`config.mk`:
```
export PLATFORM = sky130hd
export DESIGN_NAME = sp_ram_ctrl
export DESIGN_NICKNAME = d
export VERILOG_FILES = /design/src/rtl/sp_ram_pkg.sv /design/src/rtl/sp_ram_ctrl_stats.sv /design/src/rtl/sp_ram_ctrl.sv
export SDC_FILE = /design/constraint.sdc
export NUM_CORES = 1
export LEC_CHECK = 0
export CAP_MARGIN = 30
export CORE_MARGIN = 1.5
export CORE_UTILIZATION = 46
export DETAILED_ROUTE_END_ITERATION = 16
export PLACE_DENSITY_LB_ADDON = 0.2
export SLEW_MARGIN = 10
export SYNTH_ARGS = -nofsm -noshare
export SYNTH_HDL_FRONTEND = slang
export SYNTH_SLANG_ARGS = --single-unit
```
`constraint.sdc`:
```
create_clock -name clk -period 3.5 [get_ports clk]
set_input_delay 0.7 -clock clk [delete_from_list [all_inputs] [get_ports clk]]
set_output_delay 0.7 -clock clk [all_outputs]
set_load 0.02 [all_outputs]
```
`src/rtl/sp_ram_pkg.sv`:
```
// Shared definitions for sp_ram and its controller: FSM encoding and default bus widths.
package sp_ram_pkg;

    localparam int ADD_WD_DEF  = 4;
    localparam int DATA_WD_DEF = 32;

    typedef enum logic [1:0] {
        IDLE   = 2'd0,
        ACCESS = 2'd1,
        WAIT   = 2'd2,
        RESP   = 2'd3
    } state_t;

endpackage

```
`src/rtl/sp_ram_ctrl_stats.sv`:
```
// Wrapping read/write response counters; instantiated only when SP_RAM_CTRL_STATS_EN is defined.
module sp_ram_ctrl_stats (
    input  logic        clk,
    input  logic        rst_n,
    input  logic        rd_hs,
    input  logic        wr_hs,
    output logic [15:0] rd_cnt,
    output logic [15:0] wr_cnt
);

    always_ff @(posedge clk or negedge rst_n) begin
        if (!rst_n) begin
            rd_cnt <= '0;
            wr_cnt <= '0;
        end else begin
            if (rd_hs) rd_cnt <= rd_cnt + 16'd1;
            if (wr_hs) wr_cnt <= wr_cnt + 16'd1;
        end
    end

endmodule

```
`src/rtl/sp_ram_ctrl.sv`:
```
// Single-outstanding valid/ready front end for sp_ram with a fixed read latency.
// Optional response statistics are enabled by defining SP_RAM_CTRL_STATS_EN.
module sp_ram_ctrl
    import sp_ram_pkg::*;
#(
    parameter int ADD_WD  = ADD_WD_DEF,
    parameter int DATA_WD = DATA_WD_DEF,
    parameter int RD_LAT  = 1,
    parameter int CNT_WD  = 4
) (
    input  logic               clk,
    input  logic               rst_n,
    input  logic               req_valid,
    output logic               req_ready,
    input  logic               req_rnw,
    input  logic [ADD_WD-1:0]  req_add,
    input  logic [DATA_WD-1:0] req_wdata,
    output logic               rsp_valid,
    input  logic               rsp_ready,
    output logic               rsp_rnw,
    output logic [DATA_WD-1:0] rsp_rdata,
    output logic               ram_cs,
    output logic               ram_rnw,
    output logic [ADD_WD-1:0]  ram_add,
    output logic [DATA_WD-1:0] ram_wr_data,
    input  logic [DATA_WD-1:0] ram_rd_data
`ifdef SP_RAM_CTRL_STATS_EN
    ,
    output logic [15:0]        stat_rd_cnt,
    output logic [15:0]        stat_wr_cnt
`endif
);

    state_t            state;
    logic [CNT_WD-1:0] lat_cnt;

    // NOTE: all state here uses non-blocking assignments so every register
    // samples pre-edge values, regardless of statement order.
    always_ff @(posedge clk or negedge rst_n) begin
        if (!rst_n) begin
            state       <= IDLE;
            req_ready   <= 1'b1;
            rsp_valid   <= 1'b0;
            rsp_rnw     <= 1'b0;
            rsp_rdata   <= '0;
            ram_cs      <= 1'b0;
            ram_rnw     <= 1'b1;
            ram_add     <= '0;
            ram_wr_data <= '0;
            lat_cnt     <= '0;
        end else begin
            case (state)
                IDLE: begin
                    if (req_valid && req_ready) begin
                        ram_cs      <= 1'b1;
                        ram_rnw     <= req_rnw;
                        ram_add     <= req_add;
                        ram_wr_data <= req_wdata;
                        req_ready   <= 1'b0;
                        state       <= ACCESS;
                    end
                end
                ACCESS: begin
                    // The RAM samples cs on this edge; address and data stay put.
                    ram_cs <= 1'b0;
                    if (ram_rnw) begin
                        lat_cnt <= CNT_WD'(RD_LAT);
                        state   <= WAIT;
                    end else begin
                        rsp_valid <= 1'b1;
                        rsp_rnw   <= 1'b0;
                        rsp_rdata <= '0;
                        state     <= RESP;
                    end
                end
                WAIT: begin
                    lat_cnt <= lat_cnt - CNT_WD'(1);
                    if (lat_cnt == CNT_WD'(1)) begin
                        rsp_rdata <= ram_rd_data;
                        rsp_valid <= 1'b1;
                        rsp_rnw   <= 1'b1;
                        state     <= RESP;
                    end
                end
                RESP: begin
                    if (rsp_valid && rsp_ready) begin
                        rsp_valid <= 1'b0;
                        req_ready <= 1'b1;
                        state     <= IDLE;
                    end
                end
                default: state <= IDLE;
            endcase
        end
    end

`ifdef SP_RAM_CTRL_STATS_EN
    logic rsp_hs;
    assign rsp_hs = (state == RESP) && rsp_valid && rsp_ready;

    sp_ram_ctrl_stats u_stats (
        .clk    (clk),
        .rst_n  (rst_n),
        .rd_hs  (rsp_hs && rsp_rnw),
        .wr_hs  (rsp_hs && !rsp_rnw),
        .rd_cnt (stat_rd_cnt),
        .wr_cnt (stat_wr_cnt)
    );
`endif

endmodule

```
# Word level (Yosys, flattened, before mapping)
# Cells that the tools add are included.
# totals
word_cells	55
in_bits	73
reg_bits	79
# op_classes
muxes	21
eq_ne	9
n_reduce_logical	14
addsub	1
# ops
op	n
32-bit two-way mux	2
32-bit case mux with 2 select lines	1
2-bit != test (second input constant)	5
3-bit AND reduction	3
1-bit two-way mux	8
2-bit case mux with 4 select lines	1
4-bit case mux with 2 select lines	1
2-bit two-way mux	3
1-bit case mux with 2 select lines	3
2-bit AND reduction	3
2-bit nonzero test	3
2-bit == test (second input constant)	2
4-bit by 1-bit == test with 1-bit output (second input constant)	1
4-bit two-way mux	1
4-bit AND reduction	1
4-bit by 1-bit subtractor with 4-bit output (second input constant)	1
1-bit case mux with 3 select lines	1
3-bit nonzero test	1
2-bit by 1-bit == test with 1-bit output (second input constant)	1
1-bit logical AND	2
2-bit zero test	1

# Longest topological paths before layout
# Gate-level depths: netlist of run 1.
# depth
word_depth	3
ltp_mapped	9
mapped_depth_nobuf	6

# Worst setup path before layout of run 1
# No wires, ideal clock.
# synth_path
kind	reg2reg
start	register state[0]
end	register rsp_rdata[7]
t_required_ps	3371
setup_time_ps	129
arrival_time_ps	1499
path_stages_with_launch	8
period_less_slack_ps	1628
setup_slack_ps	1872
cell_sequence	dfrtp_1 inv_1 ha_1 buf_6 or2_1 o211ai_2 clkbuf_2 o21ai_1
# synth_via
elab_chain_cells	3
# synth_rtl
item	line	text
start: declaration	sp_ram_ctrl.sv:34	state_t state;
start signal: assignment	sp_ram_ctrl.sv:41	state <= IDLE;
start signal: assignment	sp_ram_ctrl.sv:60	state <= ACCESS;
start signal: assignment	sp_ram_ctrl.sv:68	state <= WAIT;
2-bit == test / 2-bit by 1-bit == test with 1-bit output (equally long branches)	sp_ram_ctrl.sv:52	case (state)
2-bit != test (no line) / 2-bit nonzero test (equally long branches)	-	
3-bit AND reduction (no line)	-	
end signal: assignment	sp_ram_ctrl.sv:79	rsp_rdata <= ram_rd_data;
end: declaration	sp_ram_ctrl.sv:21	output logic [DATA_WD-1:0] rsp_rdata,
# Parallel ways exist; a longest one is shown, timed or not.
# A chain may end at the register's enable or synchronous reset.

# Worst setup path in the final report of run 1
# layout_path
start	register state[0]
end	register rsp_rdata[8]
# The elaborated chain is that of the path after synthesis.

==> flow_metrics.tcl, run 1 <==
set metrics [dict create \
    pin_count 146 \
    cts.sinks 79 \
    tritoncts "done" \
    dieArea_sq_um 7920 \
    postSynthAreaPerCell_sq_um 12.1 \
    final.min_clock_period_ns 2.26 \
    crit_arrival_ns 2.52 \
    r2r_slack_ns 1.24 \
    cts_buffer_depth 2 \
    cts-root-buf "clkbuf_8" \
    start_util_pct 47.1 \
    cp_top_family "buffers and inverters" \
    clk_latency_ns 0.34 \
    reg2reg_to "rsp_rdata[8]" \
    final_cell_mix "clkdlybuf4s50_1 (144), dfrtp_1 (77), nand2_1 (74)" \
    cts_buffers 9 \
    yosysWarnings 0 \
    finalClockSkew_ns 0.0106 \
    cp.depth 8 \
    seq_power_share_pct 32.5 \
    critPathKind "flop to flop" \
    switching_power_mw 2.02 \
    grt_pass1_wl_um 11500 \
    ys_seq_elements 79 \
    diodes 0 \
    rsz0062_at_grt "false" \
    cp.required_ns 3.76 \
    cts_setup_buffers 0 \
    hold_class "input port to async pin" \
    core_sq_um 7210 \
    drtIter0Drc 98 \
    leakage_nw 2.16 \
    timing.rr.start "state[0]" \
    path_common_cell "buf_4" \
    vias 2532 \
    internal_power_mw 3.00 \
    antenna_found_initial 0 \
    power_density_nw_per_um2 989 \
    die-width_um 89.0 \
    hold_viol_final 0 \
    tightest_slew_ns 0.772 \
    routed_wl_um 7590 \
    hpwl_um 5700 \
    wire_per_inst_um 14.3 \
    cts.repair.resized 0 \
    reg2reg_depth 8 \
    grt_start_max_net_pins 67 \
    grt_pass1_vias 2503 \
    cp_max_fo 66 \
    drv_slew 0 \
    first_pass_iters 4 \
    setup_viol 0 \
    final_nets 508 \
    drive_above_1_share_pct 20.6 \
    clk_transition_reported_paths_ns 0.07 \
    timing.critical_path.buf_inv 3 \
    drc 0 \
    max_slew_margin_pct 48.5 \
    setup_slack_ns 1.24 \
    synth.distinct_cells 32 \
    nFillCells 579 \
    post-route-period-util_pct 64.7 \
    fmax_ghz 0.442 \
    syn_inst 282 \
    antenna_left 0 \
    end_kind "flop" \
    critPathLaunchType "flop" \
    slowest_stage "buf_4" \
    holdBufCountCts 0 \
    max_stage_delay_ns 0.63 \
    die_h_um 89.0 \
    area_growth_pct 49.2 \
    final_common_cell "clkdlybuf4s50_1" \
    synth_area_sq_um 3400 \
    gp_congestion 0.768 \
    syn_nets 362 \
    whs_ns 0.315 \
    grt_use_total_pct 19.3 \
    status "completed" \
    overflow 0 \
    pre_cts_slack_ns 1.20 \
    io_buffers 145 \
    ir_drop_mv 0.851 \
    p_comb_share_pct 54.6 \
    ys_seq_area_share_pct 58.2 \
    rows 31 \
    setup_tns_ns 0 \
    sw_frac_of_total_pct 40.3 \
    viasPerCell 4.78 \
    utilization_pct 70.3 \
    maxCapViolCount 0 \
    h-tree-depth 3 \
    worstPathCellList "inv_1, ha_1, buf_4, or2_1, o211ai_4, buf_4, nand2_1, o21ai_1" \
    power_frac_clock_pct 12.9 \
]
==> power by group through the flow <==
stage               logic, mW  registers [mW]  clock network [mW]
floorplan                1.24            2.16                   0
CTS                      2.78            1.64               0.664
global route             2.96            1.69               0.700
detailed placement       2.77            1.65                   0
finish                   2.74            1.63               0.649
global placement         2.70            1.62                   0
==> worst register-to-register path, stage by stage, from the launching register on <==
cell and delay, ns:
dfrtp_1 0.40, inv_1 0.10, ha_1 0.22, buf_4 0.20
or2_1 0.29, o211ai_4 0.09, buf_4 0.63, nand2_1 0.16
o21ai_1 0.11
==> flip-flops by register name (all words and copies together), names as in the netlist <==
register     cells
lat_cnt          4
ram_add          4
ram_cs           1
ram_rnw          1
ram_wr_data     32
req_ready        1
rsp_rdata       32
rsp_rnw          1
rsp_valid        1
state            2
==> cells in the mapped netlist, drive strengths merged <==
cell type / n / area share [%]
nand2: 78 / 8.9
dfrtp: 77 / 57
o21ai: 41 / 8.6
mux2: 38 / 13
buf: 9 / 3.4
ha: 7 / 2.6
inv: 6 / 0.66
clkbuf: 5 / 0.63
nor2: 3 / 0.33
dfstp: 2 / 1.5
mux2i: 2 / 0.59
nand2b: 2 / 0.37
nor3: 2 / 0.29
a21oi: 1 / 0.15
a221oi: 1 / 0.44
a22o: 1 / 0.26
nand3: 1 / 0.52
nor2b: 1 / 0.18
nor3b: 1 / 0.37
o211ai: 1 / 0.37
o31ai: 1 / 0.22
or2: 1 / 0.18
or3: 1 / 0.18
==> kinds of logic (layout without fill, tap and decap cells) <==
kind of cell	after synthesis	after routing	synth area share [%]
fa+ha+maj	7	7	2.58
flops	79	79	58.2
compound gates	46	46	10.0
mux	40	40	13.2
buf+inv	20	169	4.71
simple gates	90	90	11.3
==> final cells by class <==
cell class | count | area, sq um | share of cell area (%)
well taps | 99 | 124 | 2.44
multi-input cells | 183 | 1270 | 25.0
clock buffers | 10 | 138 | 2.71
inverters | 6 | 22.5 | 0.444
clock inverters | 4 | 47.5 | 0.937
flip-flops and latches | 79 | 1980 | 39.0
repair buffers | 149 | 1490 | 29.4
==> through the flow <==
stage	instances	total power [mW]	instance area (sq um)
after CTS	530	5.08	5070
after detailed placement	516	4.42	4890
final	530	5.02	5070
after global routing	530	5.35	5070
after floorplan	282	3.40	3400
after global placement	515	4.32	4870
==> routing by layer <==
layer,global-route usage [%],share of wire [%]
met3,4.89,6.2
met1,22.2,40
met5,0,0
met2,33.1,51
met4,10.5,2.9
==> worst max-delay path by stage <==
stage                   endpoint      start  slack (ns)
global route        rsp_rdata[0]   state[0]        1.06
detailed placement    ram_add[3]  req_valid        1.20
finish              rsp_rdata[8]   state[0]        1.24
global placement      ram_add[3]  req_valid        1.23
floorplan           rsp_rdata[7]   state[0]        1.87
CTS                 rsp_rdata[9]   state[0]        1.22
(Power assumes the default switching activity.)
==> inputs of run 2 (changes only) <==
Settings changed: CORE_UTILIZATION 46 to 42.
Clock period 3.5 ns to 2.3 ns, I/O delays scaled along.
==> run 2 against run 1 <==
Net effect:
- critical path depth down 7
- largest cell class unchanged
- largest power group unchanged
- clock power up 86%
- sequential share of layout area down 0.63 points
- via count about the same
- clock skew down 0.0014 ns
- sequential power up 52%
==> flow_metrics.tcl, run 2 (synthesized netlist as in run 1, its figures left out) <==
set metrics [dict create \
    status "completed" \
    overflow 0 \
    cp_max_fo 5 \
    drv_slew 0 \
    grt_pass1_vias 2532 \
    grt_start_max_net_pins 63 \
    drive_above_1_share_pct 20.9 \
    setup_tns_ns 0 \
    post-route-period-util_pct 86.6 \
    area_growth_pct 51.6 \
    io_buffers 145 \
    hold_class "input port to async pin" \
    clk_transition_reported_paths_ns 0.08 \
    final.min_clock_period_ns 1.99 \
    hpwl_um 5650 \
    cp.required_ns 1.84 \
    clk_latency_ns 0.33 \
    grt_use_total_pct 18.2 \
    die-width_um 93.0 \
    cts_buffer_depth 2 \
    cts_setup_buffers 0 \
    end_kind "primary output" \
    timing.rr.start "state[0]" \
    core_sq_um 7770 \
    finalClockSkew_ns 0.00923 \
    critPathLaunchType "flop" \
    maxCapViolCount 0 \
    critPathKind "flop to primary output" \
    rsz0062_at_grt "false" \
    tritoncts "done" \
    slowest_stage "clkdlybuf4s50_1" \
    final_cell_mix "clkdlybuf4s50_1 (144), dfrtp_1 (77), nand2_1 (74)" \
    crit_arrival_ns 1.53 \
    pre_cts_slack_ns 0.339 \
    post-place-cells 521 \
    hold_viol_final 0 \
    cts.repair.resized 0 \
    r2r_slack_ns 0.49 \
    rows 32 \
    fmax_ghz 0.502 \
    gp_congestion 0.757 \
    leakage_nw 2.20 \
    h-tree-depth 3 \
    ir_drop_mv 0.856 \
    drc 0 \
    holdBufCountCts 0 \
    max_stage_delay_ns 0.62 \
    cts-root-buf "clkbuf_8" \
    stdcell_count 537 \
    wire_per_inst_um 14.2 \
    first_pass_iters 4 \
    diodes 0 \
    drtIter0Drc 97 \
    vias 2534 \
    setup_viol 0 \
    cts.sinks 79 \
    start_util_pct 43.8 \
    power_density_nw_per_um2 1540 \
    setup_slack_ns 0.308 \
    worstPathCellList "clkdlybuf4s50_1" \
    final_common_cell "clkdlybuf4s50_1" \
    largestRegisters "ram_wr_data x32, rsp_rdata x32" \
    dieArea_sq_um 8650 \
    pin_count 146 \
    antenna_found_initial 0 \
    reg2reg_depth 7 \
    viasPerCell 4.72 \
    final_nets 510 \
    cp_top_family "buffers and inverters" \
    max_slew_margin_pct 67.5 \
    tightest_slew_ns 0.487 \
    timing.critical_path.buf_inv 1 \
    grt_pass1_wl_um 12200 \
    routed_wl_um 7640 \
    antenna_left 0 \
    cts_buffers 9 \
    reg2reg_to "rsp_rdata[11]" \
    die_h_um 93.0 \
]
-- run 2: worst max-delay path by stage --
stage | endpoint | cells after the start | slack, ns | startpoint
after detailed placement | state[1] | 4 | 0.34 | req_valid
after global routing | req_ready | 1 | 0.25 | req_ready
after floorplan | rsp_rdata[7] | 7 | 0.67 | state[0]
after CTS | req_ready | 1 | 0.28 | req_ready
final | req_ready | 1 | 0.31 | req_ready
after global placement | state[1] | 4 | 0.36 | req_valid
-- run 2: routing by layer --
layer | vias to the layer above | global-route usage [%] | part of all wire [%]
met5 | - | 0 | 0
met2 | 70 | 31.6 | 53
met4 | 0 | 7.70 | 1.5
li1 | 1246 | - | -
met3 | 10 | 3.90 | 4.8
met1 | 1208 | 21.7 | 41
-- run 2: area by class of cell --
cell class                 instances  area, sq um
inverter                           6         22.5
clock inverter                     5          106
multi-input combinational        183         1270
clock buffer                      11          131
tap                              102          128
sequential                        79         1980
timing repair buffer             151         1520
fill                             610         2610
-- run 2: power by group --
group	switching, mW	internal [mW]	total [mW]
clock	0.486	0.724	1.21
combinational	2.24	2.00	4.24
sequential	0.375	2.10	2.47
-- run 2: through the flow --
stage,hold WS (ns),utilization [%],power (mW),instance area [sq um]
2_1_floorplan,0.164,-,5.17,3400
3_3_place_gp,0.457,63.3,6.67,4920
3_5_place_dp,0.459,63.3,6.79,4920
4_1_cts,0.0888,66.4,8.02,5160
5_1_grt,0.0989,66.4,8.45,5160
6_report,0.0838,66.4,7.92,5160
